<file path="config.mk">
export PLATFORM = sky130hd
export DESIGN_NAME = shift_add_mult
export DESIGN_NICKNAME = d
export VERILOG_FILES = /design/src/rtl/mult_pkg.sv /design/src/rtl/adder_n.sv /design/src/rtl/shift_add_mult.sv
export SDC_FILE = /design/constraint.sdc
export NUM_CORES = 1
export LEC_CHECK = 0
export ABC_AREA = 1
export BUFFER_PORTS_ARGS = -buffer_cell sky130_fd_sc_hd__clkbuf_2
export CORE_ASPECT_RATIO = 1.25
export CORE_MARGIN = 3
export CORE_UTILIZATION = 53
export DETAILED_ROUTE_END_ITERATION = 8
export MAX_ROUTING_LAYER = met4
export PLACE_DENSITY_LB_ADDON = 0.1
export SETUP_SLACK_MARGIN = 0.4
export SKIP_LAST_GASP = 1
export SLEW_MARGIN = 0
export SYNTH_ARGS = -nofsm -noshare
export SYNTH_HDL_FRONTEND = slang
export SYNTH_HIERARCHICAL = 1
export SYNTH_SLANG_ARGS = --single-unit
export TNS_END_PERCENT = 1
</file>
<file path="constraint.sdc">
create_clock -name clk -period 4.55 [get_ports clk]
set_clock_uncertainty 0.2 [all_clocks]
set_input_delay 0.2275 -clock clk [delete_from_list [all_inputs] [get_ports clk]]
set_output_delay 0.2275 -clock clk [all_outputs]
set_load 0.02 [all_outputs]
</file>
<file path="src/rtl/mult_pkg.sv">
// Shared definitions for the sequential shift-and-add multiplier:
// FSM state encoding and the step-counter width helper.
package mult_pkg;

    typedef enum logic [1:0] {
        IDLE = 2'd0,
        RUN  = 2'd1,
        DONE = 2'd2
    } state_e;

    // One extra bit so the counter can hold N itself without wrapping.
    function automatic int cnt_width(input int n);
        return $clog2(n) + 1;
    endfunction

endpackage

</file>
<file path="src/rtl/adder_n.sv">
// N-bit ripple-carry adder built from explicit full-adder equations.
module adder_n #(
    parameter int N = 8
) (
    input  logic [N-1:0] A,
    input  logic [N-1:0] B,
    input  logic         Cin,
    output logic [N-1:0] Sum,
    output logic         Cout
);

    logic [N:0] carry_s;

    // Carry ripples from bit 0 upward.
    always_comb begin
        carry_s[0] = Cin;
        for (int i = 0; i < N; i++) begin
            Sum[i]         = A[i] ^ B[i] ^ carry_s[i];
            carry_s[i + 1] = (A[i] & B[i]) | (carry_s[i] & (A[i] ^ B[i]));
        end
    end

    assign Cout = carry_s[N];

endmodule

</file>
<file path="src/rtl/shift_add_mult.sv">
// Sequential shift-and-add multiplier, one partial-product step per cycle.
// Define MULT_SIGNED_EN for two's-complement operands (final-step subtract).
module shift_add_mult
    import mult_pkg::*;
#(
    parameter int N = 8
) (
    input  logic           clk,
    input  logic           rst,
    input  logic           in_valid,
    output logic           in_ready,
    input  logic [N-1:0]   a,
    input  logic [N-1:0]   b,
    output logic           out_valid,
    input  logic           out_ready,
    output logic [2*N-1:0] product
);

    localparam int CW = cnt_width(N);

    state_e           state_q, state_d;
    logic [N-1:0]     m_q, m_d;
    logic [2*N-1:0]   p_q, p_d;
    logic [CW-1:0]    cnt_q, cnt_d;
    logic             in_ready_q, in_ready_d;
    logic             out_valid_q, out_valid_d;

    logic             last_step_s;
    logic [N-1:0]     addend_s;
    logic             cin_s;
    logic [N-1:0]     sum_s;
    logic             cout_s;
    logic             msb_s;

    assign last_step_s = (cnt_q == CW'(N - 1));

    // Select the addend and carry-in for the current step.
    always_comb begin
        addend_s = {N{1'b0}};
        cin_s    = 1'b0;
`ifdef MULT_SIGNED_EN
        if (last_step_s && p_q[0]) begin
            // Sign bit of the multiplier has weight -2^(N-1): subtract M.
            addend_s = ~m_q;
            cin_s    = 1'b1;
        end else if (p_q[0]) begin
            addend_s = m_q;
            cin_s    = 1'b0;
        end else begin
            addend_s = {N{1'b0}};
            cin_s    = 1'b0;
        end
`else
        if (p_q[0]) begin
            addend_s = m_q;
        end else begin
            addend_s = {N{1'b0}};
        end
`endif
    end

    adder_n #(.N(N)) u_adder (
        .A    (p_q[2*N-1:N]),
        .B    (addend_s),
        .Cin  (cin_s),
        .Sum  (sum_s),
        .Cout (cout_s)
    );

`ifdef MULT_SIGNED_EN
    // Bit N of the sign-extended sum keeps the running partial product signed.
    assign msb_s = p_q[2*N-1] ^ addend_s[N-1] ^ cout_s;
`else
    assign msb_s = cout_s;
`endif

    // Next-state and datapath update.
    always_comb begin
        state_d = state_q;
        m_d     = m_q;
        p_d     = p_q;
        cnt_d   = cnt_q;
        case (state_q)
            IDLE: begin
                if (in_valid) begin
                    m_d     = a;
                    p_d     = {{N{1'b0}}, b};
                    cnt_d   = {CW{1'b0}};
                    state_d = RUN;
                end else begin
                    state_d = IDLE;
                end
            end
            RUN: begin
                p_d   = {msb_s, sum_s, p_q[N-1:1]};
                cnt_d = cnt_q + CW'(1);
                if (last_step_s) begin
                    state_d = DONE;
                end else begin
                    state_d = RUN;
                end
            end
            DONE: begin
                if (out_ready) begin
                    state_d = IDLE;
                end else begin
                    state_d = DONE;
                end
            end
            default: begin
                state_d = IDLE;
            end
        endcase
        in_ready_d  = (state_d == IDLE);
        out_valid_d = (state_d == DONE);
    end

    // State, datapath and handshake output registers.
    always_ff @(posedge clk or posedge rst) begin
        if (rst) begin
            state_q     <= IDLE;
            m_q         <= {N{1'b0}};
            p_q         <= {(2*N){1'b0}};
            cnt_q       <= {CW{1'b0}};
            in_ready_q  <= 1'b1;
            out_valid_q <= 1'b0;
        end else begin
            state_q     <= state_d;
            m_q         <= m_d;
            p_q         <= p_d;
            cnt_q       <= cnt_d;
            in_ready_q  <= in_ready_d;
            out_valid_q <= out_valid_d;
        end
    end

    assign in_ready  = in_ready_q;
    assign out_valid = out_valid_q;
    assign product   = p_q;

endmodule
</file>
After elaboration in Yosys (flattened, before gate mapping):

Index checks and enable logic that the tools add are counted.

* add/sub/neg operators: 1
* eq/ne operators: 5
* multiplexer cells: 9
* bitwise logic cells: 37
* reductions and logical operators: 5

Operators by type and width (number)
* $pmux 16 s2: 1
* $mux 16: 1
* $and 1x1->1: 15
* $xor 1x1->1: 15
* $mux 8: 1
* $pmux 4 s2: 1
* $or 1x1->1: 7
* $pmux 2 s3: 1
* $add 4x1->4 const B: 1
* $eq 2x2->1 const B: 2
* $eq 4x3->1 const B: 1
* $logic_not 2->1: 2
* $mux 2: 2
* $mux 4: 1
* $reduce_and 2->1: 2
* $eq 2x1->1 const B: 1
* $ne 2x2->1 const B: 1
* $reduce_bool 2->1: 1
* $mux 1: 1

* register bits after elaboration: 32
* bits of input ports: 20
* output and inout port bits: 18
* word-level logic and storage cells: 63

Longest topological paths before layout:

* word-level depth: 17
* mapped depth: 17
* mapped depth without buffers: 16

Hierarchy:

The synthesis kept the hierarchy.

By module, submodules not included
* shift_add_mult: times used 1, cells each 189, area each 1452.6 µm², seq. area each 802.0 µm²
* adder_n: times used 1, cells each 18, area each 197.7 µm², seq. area each 0.0 µm²

Worst setup path after synthesis:

Ideal clock, no wire load.

* path kind: flip-flop to flip-flop
* from: register p_q[0], in the netlist product[0]
* to: register p_q[14], in the netlist product[14]
* setup time: 0.065 ns
* data arrival time: 3.863 ns
* data required time: 4.285 ns
* path slack: 0.422 ns
* stages on the path, launching flop included: 18
* buffers on the path: 1
* period minus slack after synthesis: 4.128 ns
* path through: dfrtp_1 -> clkbuf_1 -> nand2_1 -> inv_1 -> fa_1 -> inv_1 -> fa_1 -> inv_1 -> fa_1 -> fa_1 -> fa_1 -> fa_1 -> fa_1 -> inv_1 -> fa_1 -> inv_1 -> nand2_1 -> nand2_1

* word-level cells in the longest chain between the ends: 16
* elaborated cells on any way between the ends: 29
* classes of those cells: mux: 2; bitwise: 27

Ends and longest elaborated chain
* start, declared: RTL line shift_add_mult.sv:23 `logic [2*N-1:0] p_q, p_d;`
* start signal, assigned: RTL line shift_add_mult.sv:123 `p_q <= {(2*N){1'b0}};`
* start signal, assigned: RTL line shift_add_mult.sv:130 `p_q <= p_d;`
* $mux 8: RTL line shift_add_mult.sv:54 `if (p_q[0]) begin`
* named net addend_s[0]: RTL line shift_add_mult.sv:29 `logic [N-1:0] addend_s;`
* $and 1x1->1 (2 in a row): RTL line adder_n.sv:19 `carry_s[i + 1] = (A[i] & B[i]) | (carry_s[i] & (A[i] ^ B[i]));`
* $or 1x1->1: RTL line adder_n.sv:19
* $and 1x1->1: RTL line adder_n.sv:19
* $or 1x1->1: RTL line adder_n.sv:19
* $and 1x1->1: RTL line adder_n.sv:19
* $or 1x1->1: RTL line adder_n.sv:19
* $and 1x1->1: RTL line adder_n.sv:19
* $or 1x1->1: RTL line adder_n.sv:19
* $and 1x1->1: RTL line adder_n.sv:19
* $or 1x1->1: RTL line adder_n.sv:19
* $and 1x1->1: RTL line adder_n.sv:19
* $or 1x1->1: RTL line adder_n.sv:19
* $xor 1x1->1: RTL line adder_n.sv:18 `Sum[i] = A[i] ^ B[i] ^ carry_s[i];`
* named net sum_s[7]: RTL line shift_add_mult.sv:31 `logic [N-1:0] sum_s;`
* $pmux 16 s2: RTL line shift_add_mult.sv:83 `case (state_q)`

The timed path passes the listed nets, and every way through them passes these cells.
A chain may end at the register's enable or synchronous reset.

Final worst setup path:

Ends and elaborated chain as after synthesis.

==> results.py <==
metrics = {
    "cts": {
        "cts-htree-levels": 2,
        "clkLatencyLatePin_ns": 0.33,
        "cts_buffer_depth": 2,
        "clkTransAtPathRegs_ns": 0.10,
        "cts_made_buffers": 5,
        "cts_tree": "built",
        "cts.root.buffer_cell": "clkbuf_4",
        "cts_sinks": 32,
    },
    "floorplan": {
        "row_count": 22,
        "die_area_sq_um": 3820,
        "die_h_um": 68.4,
        "ioPinCount": 38,
        "start_util_pct": 55.5,
        "core-area_sq_um": 2970,
        "die_x_um": 55.9,
    },
    "power_and_ir_drop": {
        "power_leakage_uw": 0.00125,
        "p_switching_uw": 575,
        "seq_power_share_pct": 41.2,
        "p_comb_share_pct": 46.6,
        "powerDensity_nw_per_um2": 605,
        "p_clk_share_pct": 12.2,
        "p_int_uw": 687,
        "power.share.switching_pct": 45.5,
        "vdd_ir_drop_max_mv": 0.334,
    },
    "worst_setup_path": {
        "end_kind": "flip-flop",
        "startpoint_type": "flip-flop",
        "critPathMaxFanout": 7,
        "crit_start": "product[0]$_DFFE_PP0P_",
        "worstPathArrival_ns": 4.03,
        "crit_required_ns": 4.62,
        "reg2reg_setup_slack_ns": 0.59,
        "reg2reg_from": "product[0]$_DFFE_PP0P_",
        "r2r_end": "product[14]$_DFFE_PP0P_",
        "rr_worst_depth": 16,
        "critical_path_class": "reg -> reg",
    },
    "drt": {
        "wl_per_cell_um": 11.8,
        "drt_iter0_markers": 95,
        "ant_nets": 0,
        "drc": 0,
        "drt-total-wl_mm": 3.54,
        "first_pass_iters": 4,
        "vias": 1453,
        "avgViaCountPerCell": 4.84,
    },
    "grt": {
        "grt_pass1_vias": 1376,
        "antenna_found_initial": 0,
        "grt_max_degree": 33,
        "grtUsageTotal_pct": 21.7,
        "grt_pass1_wl_mm": 6.09,
        "overflow": 0,
    },
    "synthesis": {
        "synth_nets": 236,
        "synth-compound-area-share_pct": 1.44,
        "synth_adder_area_share_pct": 10.5,
        "ys_seq_elements": 32,
        "synth_top_family_by_area": "simple AND/OR/NAND/NOR gates",
        "yosys-mux-area-fraction_pct": 0,
        "synthSimpleGateAreaFrac_pct": 30.9,
        "syn_area_sq_um": 1650,
        "netlist_instances": 207,
        "ys_seq_area_share_pct": 48.6,
        "yosys_warnings": 6,
        "yosysUniqueCellTypes": 18,
        "synth_xor_area_share_pct": 0,
        "syn_avg_cell_area_sq_um": 7.97,
    },
    "run_status": {
        "status": "completed",
    },
    "placement": {
        "dpl.hpwl_mm": 2.31,
        "place.gp.congestion": 0.760,
        "port_buffers": 37,
        "dp.cells": 273,
    },
    "min_path": {
        "hold_start": "out_ready",
        "whs_path_depth": 4,
        "hold_end": "out_valid$_DFF_PP0_",
        "hp-class": "in -> reg",
    },
    "sta": {
        "finalHoldViolCount": 0,
        "holdWs_ns": 0.0162,
        "rsz0062_at_grt": "false",
        "fin_crit_sh_pct": 86.9,
        "fmax_mhz": 253,
        "setup_violations": 0,
        "worst_slew_pin_slew_ns": 0.911,
        "drv_slew": 0,
        "relSlewSlack_pct": 39.2,
        "period_minus_slack_ns": 3.96,
        "tns_ns": 0,
    },
    "run": {
        "drv_cap": 0,
    },
    "layout": {
        "stdcell_count": 300,
        "fin_nets": 292,
        "drive_gt1_share_pct": 19.7,
        "num_antenna_cells": 0,
        "syn_to_final_growth_pct": 26.3,
    },
}
[how the worst max path moves through the flow]
stage          cells after the start  slack (ns)                 endpoint
6_report                          16        0.59  product[14]$_DFFE_PP0P_
5_1_grt                           16        0.41  product[14]$_DFFE_PP0P_
4_1_cts                           16        0.45  product[14]$_DFFE_PP0P_
3_5_place_dp                      16        0.47  product[14]$_DFFE_PP0P_
3_3_place_gp                      16        0.54  product[14]$_DFFE_PP0P_
2_1_floorplan                     17        0.42  product[14]$_DFFE_PP0P_
[final cells by class]
class / count / area (sq um)
sequential: 32 / 803
inverter: 25 / 93.8
fill: 273 / 888
clock buffer: 8 / 48.8
tap: 36 / 45.0
multi-input combinational: 142 / 716
timing repair buffer: 57 / 378
[critical path, cell delays in order (launching register included)]
cell and delay [ns]:
dfrtp_2 0.45, nand2_1 0.07, inv_1 0.05, fa_1 0.37, inv_1 0.08, fa_1 0.15, inv_1 0.05, fa_2 0.33
fa_2 0.34, fa_1 0.38, fa_1 0.38, fa_1 0.36, inv_1 0.08, fa_1 0.41, inv_1 0.06, nand2_1 0.04
nand2_1 0.07
[metrics by stage]
stage | utilization [%] | area (sq um) | power [uW] | setup WS (ns)
CTS | 69.4 | 2060 | 1260 | 0.447
global placement | 62.0 | 1840 | 1080 | 0.537
global route | 70.1 | 2080 | 1400 | 0.408
detailed placement | 62.0 | 1840 | 1090 | 0.472
finish | 70.1 | 2080 | 1260 | 0.594
floorplan | - | 1650 | 936 | 0.422
[cells in the mapped netlist]
cell type	n	area [sq um]
buf_2	5	25.0
buf_4	2	15.0
clkbuf_1	1	3.75
conb_1	1	3.75
dfrtp_1	31	776
dfstp_2	1	26.3
fa_1	8	160
ha_1	1	12.5
inv_1	25	93.8
nand2_1	104	390
nand2_2	1	6.26
nand3_1	18	90.1
nand4_1	1	6.26
nor2_1	3	11.3
nor2_2	1	6.26
o21ai_0	2	10.0
o21ai_1	1	5.00
o21ai_2	1	8.76
[layer usage]
metal	vias up	global-route usage [%]	part of all wire, %
li1	727	-	-
met1	677	24.7	42
met4	0	9.79	1.7
met2	42	37.0	52
met5	-	-	0
met3	7	5.09	4.8
[cell families (layout without fill, tap and decap cells)]
logic type	count (synthesis)	count (layout)
simple gates	128	128
fa+ha+maj	9	9
flops	32	32
buf+inv	33	90
other cells	1	1
compound gates	4	4
[power by group through the flow]
| stage | clock network (uW) | registers, uW | logic (uW) |
|---|---|---|---|
| CTS | 158 | 522 | 577 |
| detailed placement | 0 | 527 | 562 |
| global placement | 0 | 523 | 554 |
| finish | 154 | 520 | 588 |
| floorplan | 0 | 569 | 367 |
| global route | 170 | 543 | 683 |
[layout by cell type (no fill, tap or decap), types with 2 or more instances in the layout]
master / instances
buf_4: 3
dfrtp_1: 30
dlygate4sd3_1: 17
o21ai_0: 2
fa_1: 6
clkbuf_1: 3
fa_2: 2
clkbuf_2: 37
nand3_1: 18
inv_1: 25
clkbuf_4: 5
nor2_1: 3
nand2_1: 104
[what timing repair did]
action | 4_1_cts | 5_1_grt
hold buffers | 17 | 0
buffers inserted | 0 | 2
endpoints found under the hold margin | 47 | 0
resized for setup | 0 | 3
setup endpoints to repair | 0 | 1
[flip-flops by register name (all words and copies together), names as in the netlist]
register   flops
out_valid      1
product       16
cnt_q          4
state_q        2
m_q            8
in_ready       1
Note: power is estimated with default switching activity, not from simulation.
